--- config.mk ---
export PLATFORM = sky130hd
export DESIGN_NAME = uart_tx_ctrl
export DESIGN_NICKNAME = d
export VERILOG_FILES = /design/src/rtl/uart_pkg.sv /design/src/rtl/uart_parity_calc.sv /design/src/rtl/uart_tx_ctrl.sv
export SDC_FILE = /design/constraint.sdc
export NUM_CORES = 1
export LEC_CHECK = 0
export ABC_CLOCK_PERIOD_IN_PS = 6100
export CAP_MARGIN = 20
export CORE_ASPECT_RATIO = 1.4
export CORE_MARGIN = 3
export CORE_UTILIZATION = 30
export DETAILED_ROUTE_END_ITERATION = 10
export SYNTH_ARGS = -nofsm -noshare
export SYNTH_HDL_FRONTEND = slang
export SYNTH_SLANG_ARGS = --single-unit
--- constraint.sdc ---
create_clock -name clk -period 6.1 [get_ports clk]
set_input_delay 0.61 -clock clk [delete_from_list [all_inputs] [get_ports clk]]
set_output_delay 0.61 -clock clk [all_outputs]
set_load 0.02 [all_outputs]
--- src/rtl/uart_pkg.sv ---
// Shared UART types and constants for the transmit path and the frame generator.
package uart_pkg;

    typedef enum logic [1:0] {
        PAR_NONE  = 2'b00,
        PAR_EVEN  = 2'b01,
        PAR_ODD   = 2'b10,
        PAR_NONE2 = 2'b11
    } parity_t;

    typedef enum logic [2:0] {
        IDLE   = 3'd0,
        START  = 3'd1,
        DATA   = 3'd2,
        PARITY = 3'd3,
        STOP   = 3'd4
    } tx_state_t;

    localparam logic START_BIT = 1'b0;
    localparam logic STOP_BIT  = 1'b1;

    function automatic logic parity_en(parity_t p);
        return (p == PAR_EVEN) || (p == PAR_ODD);
    endfunction

endpackage

--- src/rtl/uart_parity_calc.sv ---
// Parity rule shared by the transmit sequencer and the frame generator.
module uart_parity_calc
    import uart_pkg::*;
#(
    parameter int unsigned DATA_W = 8
) (
    input  logic [DATA_W-1:0] data,
    input  parity_t           parity_type,
    output logic              parity_bit,
    output logic              par_en
);

    always_comb begin
        parity_bit = (parity_type == PAR_ODD) ? ~^data : ^data;
        par_en     = parity_en(parity_type);
    end

endmodule

--- src/rtl/uart_tx_ctrl.sv ---
// UART transmit sequencer: accepts a byte over valid/ready and serialises one frame onto tx.
module uart_tx_ctrl
    import uart_pkg::*;
#(
    parameter int unsigned CLKS_PER_BIT = 16,
    parameter int unsigned DATA_W       = 8
) (
    input  logic              clk,
    input  logic              rst,
    input  logic [DATA_W-1:0] tx_data,
    input  logic [1:0]        parity_type,
    input  logic              tx_valid,
    output logic              tx_ready,
    output logic              tx,
    output logic              busy,
    output logic              done
);

    localparam int unsigned CW = (CLKS_PER_BIT > 1) ? $clog2(CLKS_PER_BIT) : 1;
    localparam int unsigned BW = (DATA_W > 1) ? $clog2(DATA_W) : 1;
    localparam logic [CW-1:0] CNT_LAST = CW'(CLKS_PER_BIT - 1);
    localparam logic [BW-1:0] BIT_LAST = BW'(DATA_W - 1);

    if (CLKS_PER_BIT < 2) begin : g_param_check
        $error("CLKS_PER_BIT must be >= 2");
    end

    tx_state_t         state_q, state_d;
    logic [CW-1:0]     cnt_q, cnt_d;
    logic [BW-1:0]     bit_q, bit_d;
    logic [DATA_W-1:0] data_q;
    parity_t           par_q;
    logic              tx_q, tx_d;
    logic              parity_bit;
    logic              par_en;
    logic              accept;

    uart_parity_calc #(
        .DATA_W (DATA_W)
    ) u_parity (
        .data        (data_q),
        .parity_type (par_q),
        .parity_bit  (parity_bit),
        .par_en      (par_en)
    );

    assign accept = tx_valid && (state_q == IDLE);

    always_comb begin
        state_d = state_q;
        cnt_d   = cnt_q;
        bit_d   = bit_q;
        if (state_q == IDLE) begin
            cnt_d = '0;
            bit_d = '0;
            if (tx_valid) begin
                state_d = START;
            end
        end else if (cnt_q == CNT_LAST) begin
            cnt_d = '0;
            unique case (state_q)
                START: begin
                    state_d = DATA;
                    bit_d   = '0;
                end
                DATA: begin
                    if (bit_q == BIT_LAST) begin
                        state_d = par_en ? PARITY : STOP;
                    end else begin
                        bit_d = bit_q + 1'b1;
                    end
                end
                PARITY:  state_d = STOP;
                STOP:    state_d = IDLE;
                default: state_d = IDLE;
            endcase
        end else begin
            cnt_d = cnt_q + 1'b1;
        end
    end

    // tx is registered, so it is derived from the state about to be entered.
    always_comb begin
        tx_d = STOP_BIT;
        unique case (state_d)
            IDLE:    tx_d = STOP_BIT;
            START:   tx_d = START_BIT;
            DATA:    tx_d = data_q[bit_d];
            PARITY:  tx_d = parity_bit;
            STOP:    tx_d = STOP_BIT;
            default: tx_d = STOP_BIT;
        endcase
    end

    always_ff @(posedge clk) begin
        if (rst) begin
            state_q <= IDLE;
            cnt_q   <= '0;
            bit_q   <= '0;
            tx_q    <= STOP_BIT;
            data_q  <= '0;
            par_q   <= PAR_NONE;
        end else begin
            state_q <= state_d;
            cnt_q   <= cnt_d;
            bit_q   <= bit_d;
            tx_q    <= tx_d;
            if (accept) begin
                data_q <= tx_data;
                par_q  <= parity_t'(parity_type);
            end
        end
    end

    always_comb begin
        tx       = tx_q;
        tx_ready = (state_q == IDLE);
        busy     = (state_q != IDLE);
        done     = (state_q == STOP) && (cnt_q == CNT_LAST);
    end

endmodule

==> results.md <==
- Status: finished, final reports clean
- Final Hold Viols: 0
- Clk sink count: 21
- Initial antenna violation count: 0
- Peak supply drop: 0.000133 V
- RSZ-0062 raised after global routing: no
- Die H: 81.2 um
- Initial drt markers: 27
- GRT Util Overall: 12.2%
- Kind of critical path: reg -> out
- # rows: 26
- Setup total negative slack: 0 ns
- Drt total wl: 2680 um
- Count leader, synth: nand2_1
- Routed len/inst: 13.3 um
- Yosys Warn Count: 0
- Tcrit/Tclk final: 44.0%
- Largest net degree at the start of global routing: 20
- Setup-failing EPs final: 0
- Top cell type's share of synthesized area: 34.7%
- Clock Pin Slew Worst Setup and Hold Paths: 0.08 ns
- Die Span X: 59.7 um
- Cell Pwr Density: 203 nW/um2
- Worst setup SP type: flip-flop
- Initial Utilization: 32.1%
- Diodes inserted: 0
- Post-CTS Resized: 0
- Via density: 5.26
- Count of pins over their slew limit: 0
- Layout Skew: 0.00218 ns
- EDFF count, synth: 0
- CP required: 5.49 ns
- Seq/Total Area, Yosys: 34.7%
- Root Buffer: clkbuf_8
- Leading area contributor after synthesis: dfxtp_1
- Worst r2r path cells: 8
- Async SR Flop Fraction: 0%
- Synth Flop Type: dfxtp_1
- Syn Inst Count: 147
- IO Pins: 17
- Post-CTS Setup Inserts: 0
- CTS H-tree depth: 1
- Max Root-Sink Buffers: 2
- Nets: 176
- Synth area leaders: dfxtp_1, nand2_1, a21oi_1
- CTS tree: yes
- DRC Markers: 0
- Placer Congestion: 0.870
- PortBufs: 16
- Crit path arrival time: 2.08 ns
- Fmax: 372 MHz
- CP max FO: 12
- Cell Area, Synth: 1210 um2
- Core area: 3770 um2
- Worst setup EP type: primary output
- Worst-Skew Late Latency: 0.25 ns
- First-pass GRT wire length: 4570 um
- Top cells by instance count after synthesis: nand2_1, dfxtp_1, a21oi_1
- Area growth, synth to finish: 17.7%
- Finished Layout Cells: 201
- Post-CTS Hold Fix Bufs: 0
- Gr ovfl total: 0
- Library cells used by synthesis: 43
- Cells after DPL: 197
- Number of detailed-route iterations in the first pass: 4
- Via Count: 1057
- Tightest Pin Transition: 0.702 ns
- Register bit total from synthesis: 21
- Syn Nets: 163
- CTS buffer count: 3
- Leak: 0.550 nW
- Post-DP HPWL: 2080 um
- Vias in the first global route: 1033
- Period minus WS final: 2.69 ns
- Avg Inst Size Synth: 8.24 um2
- Worst hold path class: reg -> reg
- Rel. slew slack: 52.9%
- Post-DRT Antenna Nets: 0
- Die area: 4850 um2
- Worst Hold Depth: 1
- Layout cells sized above 1: 7.55%
- Number of max-cap violations: 0
-- registers in the layout, summed over array words and instances (netlist names) --
name,flops
data_q,8
bit_q,3
tx,1
par_q,2
cnt_q,4
state_q,3
-- metal layers --
metal | track usage [%] | wire [um] | vias to the layer above
met4 | 3.99 | 34 | 0
met2 | 23.6 | 1490 | 15
met3 | 2.07 | 69 | 2
met5 | 0 | 0 | -
li1 | - | - | 541
met1 | 12.8 | 1080 | 499
-- kinds of logic (layout without fill, tap and decap cells) --
logic type	after synthesis	count (layout)	synth area share (%)
simple gates	64	64	25.9
compound gates	34	34	21.6
flops	21	21	34.7
buf+inv	12	24	4.96
xor+xnor	10	10	7.23
fa+ha+maj	3	3	3.10
mux	3	3	2.48
-- worst max-delay path, stage by stage (launching register included) --
cell             delay [ns]
dfxtp_1                0.44
nor3_1                 0.64
clkdlybuf4s50_1        0.74
-- layout by cell type, fill, tap and decap left out, drive strengths merged, types with 4 or more instances in the layout --
cell type,instances
nand2,28
dfxtp,21
clkdlybuf4s50,16
a21oi,15
nor2,10
nor3,8
xnor2,8
inv,4
nor2b,4
-- metrics by stage --
step	setup WS, ns	utilization, %	hold slack (ns)	total power [mW]	cell area, um2
after floorplan	3.89	-	0.417	0.185	1210
after global placement	3.72	36.5	0.425	0.202	1380
after detailed placement	3.69	36.5	0.445	0.203	1380
after CTS	3.39	37.8	0.457	0.294	1430
after global routing	3.24	37.8	0.479	0.305	1430
final	3.41	37.8	0.453	0.290	1430
-- final timing paths --
kind | startpoint | endpoint | slack (ns)
setup / recovery | state_q[1] | tx_ready | 3.41
hold / removal | cnt_q[0] | cnt_q[0] | 0.45
setup reg to reg | bit_q[0] | tx | 3.68
hold reg to reg | cnt_q[0] | cnt_q[0] | 0.45
-- power by group --
part	total (mW)	switching, mW	internal, mW
Clock	0.0907	0.0453	0.0454
Sequential	0.149	0.00640	0.143
Combinational	0.0495	0.0239	0.0256
-- layout make-up --
cell class,count,area [um2]
clock buffer,3,41.3
clock inverter,1,5.00
fill,407,2350
inverter,4,15.0
multi-input combinational,114,731
sequential,21,420
tap,42,52.6
timing repair buffer,16,160
No activity file was read; power rests on OpenSTA's default activity.
